==> src/rtl/seg_pkg.sv <==
`default_nettype none
// ============================================================================
// Module      : seg_pkg
// Description : Glyph constants and lookup for the multiplexed 7-segment
//               driver. Segments a..g map to bits 0..6, active-low.
// Revision    : 1.0 - initial release
// ============================================================================
package seg_pkg;

    localparam int PWM_LEVELS = 16;

    localparam logic [6:0] SEG_0   = 7'h40;
    localparam logic [6:0] SEG_1   = 7'h79;
    localparam logic [6:0] SEG_2   = 7'h24;
    localparam logic [6:0] SEG_3   = 7'h30;
    localparam logic [6:0] SEG_4   = 7'h19;
    localparam logic [6:0] SEG_5   = 7'h12;
    localparam logic [6:0] SEG_6   = 7'h02;
    localparam logic [6:0] SEG_7   = 7'h78;
    localparam logic [6:0] SEG_8   = 7'h00;
    localparam logic [6:0] SEG_9   = 7'h10;
    localparam logic [6:0] SEG_A   = 7'h08;
    localparam logic [6:0] SEG_B   = 7'h03;
    localparam logic [6:0] SEG_C   = 7'h46;
    localparam logic [6:0] SEG_D   = 7'h21;
    localparam logic [6:0] SEG_E   = 7'h06;
    localparam logic [6:0] SEG_F   = 7'h0E;
    localparam logic [6:0] SEG_OFF = 7'h7F;

    function automatic logic [6:0] seg_glyph(input logic [3:0] nib);
        logic [6:0] g;
        g = SEG_OFF;
        case (nib)
            4'h0: g = SEG_0;
            4'h1: g = SEG_1;
            4'h2: g = SEG_2;
            4'h3: g = SEG_3;
            4'h4: g = SEG_4;
            4'h5: g = SEG_5;
            4'h6: g = SEG_6;
            4'h7: g = SEG_7;
            4'h8: g = SEG_8;
            4'h9: g = SEG_9;
            4'hA: g = SEG_A;
            4'hB: g = SEG_B;
            4'hC: g = SEG_C;
            4'hD: g = SEG_D;
            4'hE: g = SEG_E;
            4'hF: g = SEG_F;
        endcase
        return g;
    endfunction

endpackage
`default_nettype wire

==> src/rtl/seg_glyph_decode.sv <==
`default_nettype none
// ============================================================================
// Module      : seg_glyph_decode
// Description : Nibble to active-low cathode pattern; dark forces all off.
// Revision    : 1.0 - initial release
// ============================================================================
module seg_glyph_decode
    import seg_pkg::*;
(
    input  logic [3:0] i_nibble,
    input  logic       i_dark,
    output logic [6:0] o_cat
);

    assign o_cat = i_dark ? SEG_OFF : seg_glyph(i_nibble);

endmodule
`default_nettype wire

==> src/rtl/seg_scan_driver.sv <==
`default_nettype none
// ============================================================================
// Module      : seg_scan_driver
// Description : N-digit multiplexed 7-segment driver with frame-synchronous
//               shadowing, leading-zero blanking and 16-level PWM.
//               Optional per-digit blinking when SEG_BLINK_EN is defined.
// Revision    : 1.0 - initial release
// ============================================================================
module seg_scan_driver
    import seg_pkg::*;
#(
    parameter int NUM_DIGITS   = 8,
    parameter int REFRESH_DIV  = 1024,
    parameter int BLINK_FRAMES = 64
) (
    input  logic                    clk,
    input  logic                    reset,
    input  logic [4*NUM_DIGITS-1:0] digits_in,
    input  logic [NUM_DIGITS-1:0]   dp_in,
    input  logic [NUM_DIGITS-1:0]   blank_in,
    input  logic                    lzb_en,
    input  logic [3:0]              brightness,
`ifdef SEG_BLINK_EN
    input  logic [NUM_DIGITS-1:0]   blink_mask,
`endif
    output logic [NUM_DIGITS-1:0]   AN,
    output logic [6:0]              CAT,
    output logic                    DP,
    output logic                    frame_done
);

    localparam int c_pw   = $clog2(REFRESH_DIV);
    localparam int c_iw   = $clog2(NUM_DIGITS);
    localparam int c_br_w = $clog2(PWM_LEVELS);
    localparam logic [c_pw-1:0] c_presc_max = c_pw'(REFRESH_DIV - 1);
    localparam logic [c_iw-1:0] c_idx_max   = c_iw'(NUM_DIGITS - 1);

    if (NUM_DIGITS < 2 || NUM_DIGITS > 16 || REFRESH_DIV < 16 ||
        (REFRESH_DIV & (REFRESH_DIV - 1)) != 0 || BLINK_FRAMES < 1) begin : g_param_check
        $error("seg_scan_driver: parameter out of range");
    end

    logic [c_pw-1:0]         r_presc;
    logic [c_iw-1:0]         r_idx;
    logic                    r_first;
    logic [4*NUM_DIGITS-1:0] r_sh_digits;
    logic [NUM_DIGITS-1:0]   r_sh_dp;
    logic [NUM_DIGITS-1:0]   r_sh_blank;
    logic                    r_sh_lzb;
    logic [NUM_DIGITS-1:0]   r_an;
    logic [6:0]              r_cat;
    logic                    r_dp;
    logic                    r_fd;

    logic                    w_tick;
    logic                    w_frame_end;
    logic                    w_latch;
    logic [NUM_DIGITS:1]     w_zero_from;
    logic [NUM_DIGITS-1:0]   w_lzb;
    logic [3:0]              w_nib;
    logic                    w_blink_dark;
    logic                    w_dark;
    logic                    w_dp_n;
    logic                    w_pwm_on;
    logic [NUM_DIGITS-1:0]   w_an;
    logic [6:0]              w_cat;

    assign w_tick      = (r_presc == c_presc_max);
    assign w_frame_end = w_tick & (r_idx == c_idx_max);
    // The first cycle out of reset loads a frame before any digit is lit.
    assign w_latch     = r_first | w_frame_end;

    // Digit k is a leading zero when it and every digit above it is zero.
    assign w_zero_from[NUM_DIGITS] = (r_sh_digits[4*NUM_DIGITS-1 -: 4] == 4'h0);
    assign w_lzb[0] = 1'b0;
    for (genvar k = 1; k < NUM_DIGITS; k++) begin : g_lzb
        assign w_zero_from[k] = (r_sh_digits[4*k +: 4] == 4'h0) & w_zero_from[k+1];
        assign w_lzb[k]       = r_sh_lzb & w_zero_from[k];
    end

`ifdef SEG_BLINK_EN
    localparam int c_bw = (BLINK_FRAMES > 1) ? $clog2(BLINK_FRAMES) : 1;
    localparam logic [c_bw-1:0] c_blink_max = c_bw'(BLINK_FRAMES - 1);

    logic [NUM_DIGITS-1:0] r_sh_blink;
    logic [c_bw-1:0]       r_frame_cnt;
    logic                  r_blink_off;

    always_ff @(posedge clk or posedge reset) begin
        if (reset) begin
            r_sh_blink  <= '0;
            r_frame_cnt <= '0;
            r_blink_off <= 1'b0;
        end else begin
            if (w_latch)
                r_sh_blink <= blink_mask;
            if (w_frame_end) begin
                if (r_frame_cnt == c_blink_max) begin
                    r_frame_cnt <= '0;
                    r_blink_off <= ~r_blink_off;
                end else begin
                    r_frame_cnt <= r_frame_cnt + 1'b1;
                end
            end
        end
    end

    assign w_blink_dark = r_blink_off & r_sh_blink[r_idx];
`else
    assign w_blink_dark = 1'b0;
`endif

    assign w_nib  = r_sh_digits[{r_idx, 2'b00} +: 4];
    assign w_dark = r_sh_blank[r_idx] | w_lzb[r_idx] | w_blink_dark;
    // Leading-zero blanking leaves the decimal point alone.
    assign w_dp_n = ~r_sh_dp[r_idx] | r_sh_blank[r_idx] | w_blink_dark;

    assign w_pwm_on = (r_presc[c_pw-1 -: c_br_w] <= brightness) & ~w_tick;

    always_comb begin
        w_an = '1;
        if (w_pwm_on)
            w_an[r_idx] = 1'b0;
    end

    seg_glyph_decode u_glyph (
        .i_nibble (w_nib),
        .i_dark   (w_dark),
        .o_cat    (w_cat)
    );

    always_ff @(posedge clk or posedge reset) begin
        if (reset) begin
            r_presc     <= '0;
            r_idx       <= '0;
            r_first     <= 1'b1;
            r_sh_digits <= '0;
            r_sh_dp     <= '0;
            r_sh_blank  <= '0;
            r_sh_lzb    <= 1'b0;
            r_an        <= '1;
            r_cat       <= SEG_OFF;
            r_dp        <= 1'b1;
            r_fd        <= 1'b0;
        end else begin
            r_fd <= w_latch;
            if (w_latch) begin
                r_sh_digits <= digits_in;
                r_sh_dp     <= dp_in;
                r_sh_blank  <= blank_in;
                r_sh_lzb    <= lzb_en;
            end
            if (r_first) begin
                r_first <= 1'b0;
            end else begin
                r_presc <= r_presc + 1'b1;
                if (w_tick)
                    r_idx <= (r_idx == c_idx_max) ? '0 : r_idx + 1'b1;
                r_an  <= w_an;
                r_cat <= w_cat;
                r_dp  <= w_dp_n;
            end
        end
    end

    assign AN         = r_an;
    assign CAT        = r_cat;
    assign DP         = r_dp;
    assign frame_done = r_fd;

endmodule
`default_nettype wire

==> config.mk <==
export PLATFORM = sky130hd
export DESIGN_NAME = seg_scan_driver
export DESIGN_NICKNAME = d
export VERILOG_FILES = /design/src/rtl/seg_pkg.sv /design/src/rtl/seg_glyph_decode.sv /design/src/rtl/seg_scan_driver.sv
export SDC_FILE = /design/constraint.sdc
export NUM_CORES = 1
export LEC_CHECK = 0
export ABC_AREA = 1
export CORE_MARGIN = 3
export CORE_UTILIZATION = 50
export CTS_BUF_LIST = sky130_fd_sc_hd__clkbuf_4 sky130_fd_sc_hd__clkbuf_8 sky130_fd_sc_hd__clkbuf_16
export CTS_CLUSTER_SIZE = 28
export DETAILED_ROUTE_END_ITERATION = 7
export GPL_TIMING_DRIVEN = 0
export PLACE_DENSITY = 0.74
export REMOVE_ABC_BUFFERS = 1
export SETUP_SLACK_MARGIN = 0.4
export SYNTH_ARGS = -nofsm -noshare
export SYNTH_HDL_FRONTEND = slang
export SYNTH_HIERARCHICAL = 1
export SYNTH_SLANG_ARGS = --single-unit
==> constraint.sdc <==
create_clock -name clk -period 3.02 [get_ports clk]
set_clock_uncertainty 0.2 [all_clocks]
set_input_delay 0.604 -clock clk [delete_from_list [all_inputs] [get_ports clk]]
set_output_delay 0.604 -clock clk [all_outputs]
set_load 0.01 [all_outputs]
==> reports/metrics.yaml <==
pwr:
  power_leakage_uw: 0.002579
  ir_drop_v: 0.0002351
  p_per_area_nw_per_um2: 470.3
detailed_routing:
  wl_per_cell_um: 13.45
  drt_iter0_markers: 215
  drc_errors: 0
  first_pass_iters: 5
  routed_via_density: 5.092
  routed-via-count: 3717
  postRouteAntennaNets: 0
  wl_um: 9820
synth:
  yosysWarnings: 6
  synth_top_area_share_pct: 37.27
  async_flop_share_pct: 100.0
  synth-edff-count: 0
  synth.distinct_cells: 32
  synth-seq-area-share_pct: 47.83
  synth_area_um2: 4230
  netlist_instances: 547
  synth_area_leaders: "dfrtp_1 (37%), nand2_1 (14%), dfstp_2 (11%)"
  ys.flop_type: "dfrtp_1"
  yosys_register_bits: 80
  avgSynthCellArea_um2: 7.734
  synth_top_cell_by_area: "dfrtp_1"
timing:
  holdWs_ps: 269.6
  setup_violations: 0
  maxSlewViolCount: 0
  hold_viol_final: 0
  layout_setup_ws_ps: 583.6
  fin_crit_sh_pct: 80.68
  setup_tns_ps: 0
  relSlewSlack_pct: 56.14
  rsz0062_at_grt: "false"
  fmax_mhz: 410.4
  finalCriticalPeriod_ps: 2436
  tightest_slew_ps: 654.9
die:
  die_x_um: 97.98
  coreArea_um2: 7968
  num_rows: 32
  die_y_um: 97.98
  initial_core_util_pct: 53.09
  die-area_um2: 9600
  ios: 72
setup_path:
  critPathKind: "register to register"
  endpoint_kind: "register"
  critPathLaunchType: "register"
  crit_required_ps: 3110
  critPathMaxFanout: 9
  arrival_ps: 2530
global_routing:
  antenna_found_initial: 0
  grt_pass1_vias: 3472
  grt_first_pass_wirelength_um: 16190
  grt.overflow.total: 0
  grt_max_degree: 44
  track_usage_pct: 20.38
place:
  place_hpwl_um: 6709
  dpl_cell_area_um2: 5020
  dp_slack_ps: 11.74
  place_congestion: 0.8327
  dpl.cell_count: 703
  port_buffers: 71
layout:
  n_fill_cell: 689
  diodes: 0
  layout_common_cells: "nand2_1 (163), inv_1 (78), clkdlybuf4s50_1 (71), dfrtp_1 (60), o21ai_0 (54)"
  layout_commonest_cell: "nand2_1"
  syn_to_final_growth_pct: 26.56
  design_area_um2: 5354
  drive_above_1_share_pct: 12.58
  nets: 692
  fin_cells: 730
clock_tree:
  cts.htree.levels: 3
  clk_latency_ps: 350
  cts_root_buf: "clkbuf_8"
  hold_buffers: 0
  clkSinkCount: 80
  cts_tree: "built"
  cts_buffer_depth: 2
  path_clk_slew_ps: 80
  numCtsBuffers: 9
run:
  cap_violations: 0
status:
  status: "completed"
min_path:
  min_path_type: "register to register"
==> repair_timing <==
item	4_1_cts	5_1_grt
cloned	0	2
endpoints found under the setup margin	8	25
setup buffers	4	5
pin swaps	1	0
resized for setup	10	7
==> flip-flops by register name, summed over array words and instances (netlist names) <==
register / count
r_sh_blank: 8
r_idx: 3
r_presc: 10
frame_done: 1
AN: 8
r_first: 1
r_sh_dp: 8
CAT: 7
r_sh_digits: 32
r_sh_lzb: 1
DP: 1
==> power by group <==
group	switching, uW	internal, uW
clock network	392	413
registers	68.9	1200
logic	240	209
==> critical path, cell delays in order (launching register included) <==
cell and delay, ps:
dfrtp_2 490, inv_4 140, nand3_2 170, o22ai_1 240
nor2_1 90, o211ai_1 220, inv_2 130, ha_1 340
nand2_1 70, nand3_1 90, nand3_1 90, nand2_1 50
nand2_1 70
==> metrics by stage <==
stage / utilization, % / power [uW]
floorplan: - / 1531
global placement: 62.03 / 1698
detailed placement: 63.00 / 1725
CTS: 66.27 / 2525
global route: 67.20 / 2653
finish: 67.20 / 2518
==> logic make-up after synthesis <==
logic type	count (synthesis)	share of synthesized area [%]
compound gates	77	9.968
xor+xnor	7	1.449
fa+ha+maj	14	4.141
buf+inv	106	10.62
flops	80	47.83
other cells	1	0.08865
simple gates	262	25.91
==> final cells by class <==
class / count / area [um2] / area share (%)
inverters: 86 / 336.6 / 6.287
flip-flops and latches: 80 / 2027 / 37.86
repair buffers: 83 / 853.3 / 15.94
clock buffers: 11 / 145.1 / 2.711
multi-input cells: 362 / 1803 / 33.68
well taps: 102 / 127.6 / 2.384
clock inverters: 5 / 56.30 / 1.052
repair inverters: 1 / 5.005 / 0.09348
==> final timing paths <==
| check | cells after the start | slack, ps | startpoint | endpoint |
|---|---|---|---|---|
| hold / removal | 2 | 270 | CAT[1]$_DFFE_PP1N_ | CAT[1]$_DFFE_PP1N_ |
| max in group asynchronous | 3 | 1540 | reset | CAT[0]$_DFFE_PP1N_ |
| min in group asynchronous | 2 | 420 | reset | r_sh_digits[12]$_DFFE_PP0P_ |
| hold reg to reg | 2 | 270 | CAT[1]$_DFFE_PP1N_ | CAT[1]$_DFFE_PP1N_ |
| setup reg to reg | 12 | 580 | r_idx[2]$_DFFE_PP0P_ | CAT[3]$_DFFE_PP1N_ |
| setup / recovery | 12 | 580 | r_idx[2]$_DFFE_PP0P_ | CAT[3]$_DFFE_PP1N_ |
==> cells in the mapped netlist (2+ instances only) <==
cell,count
nand4_1,7
o22ai_1,11
clkbuf_2,4
inv_1,84
xor2_1,3
nor2_2,2
o21ai_0,54
dfrtp_1,63
or2_2,8
a21oi_1,6
nor3_1,5
nand2_1,163
buf_4,5
clkbuf_1,3
buf_2,4
nand3_1,41
xnor2_1,4
ha_1,14
buf_6,3
dfstp_2,17
o211ai_1,3
nor2_1,33
==> per-layer routing <==
metal / vias to the layer above / routed length [um] / global-route usage [%]
li1: 1871 / - / -
met4: 0 / 98 / 5.005
met1: 1710 / 4490 / 27.84
met3: 12 / 541 / 4.286
met5: - / 0 / 0
met2: 124 / 4690 / 33.35
No activity file was read; power rests on OpenSTA's default activity.
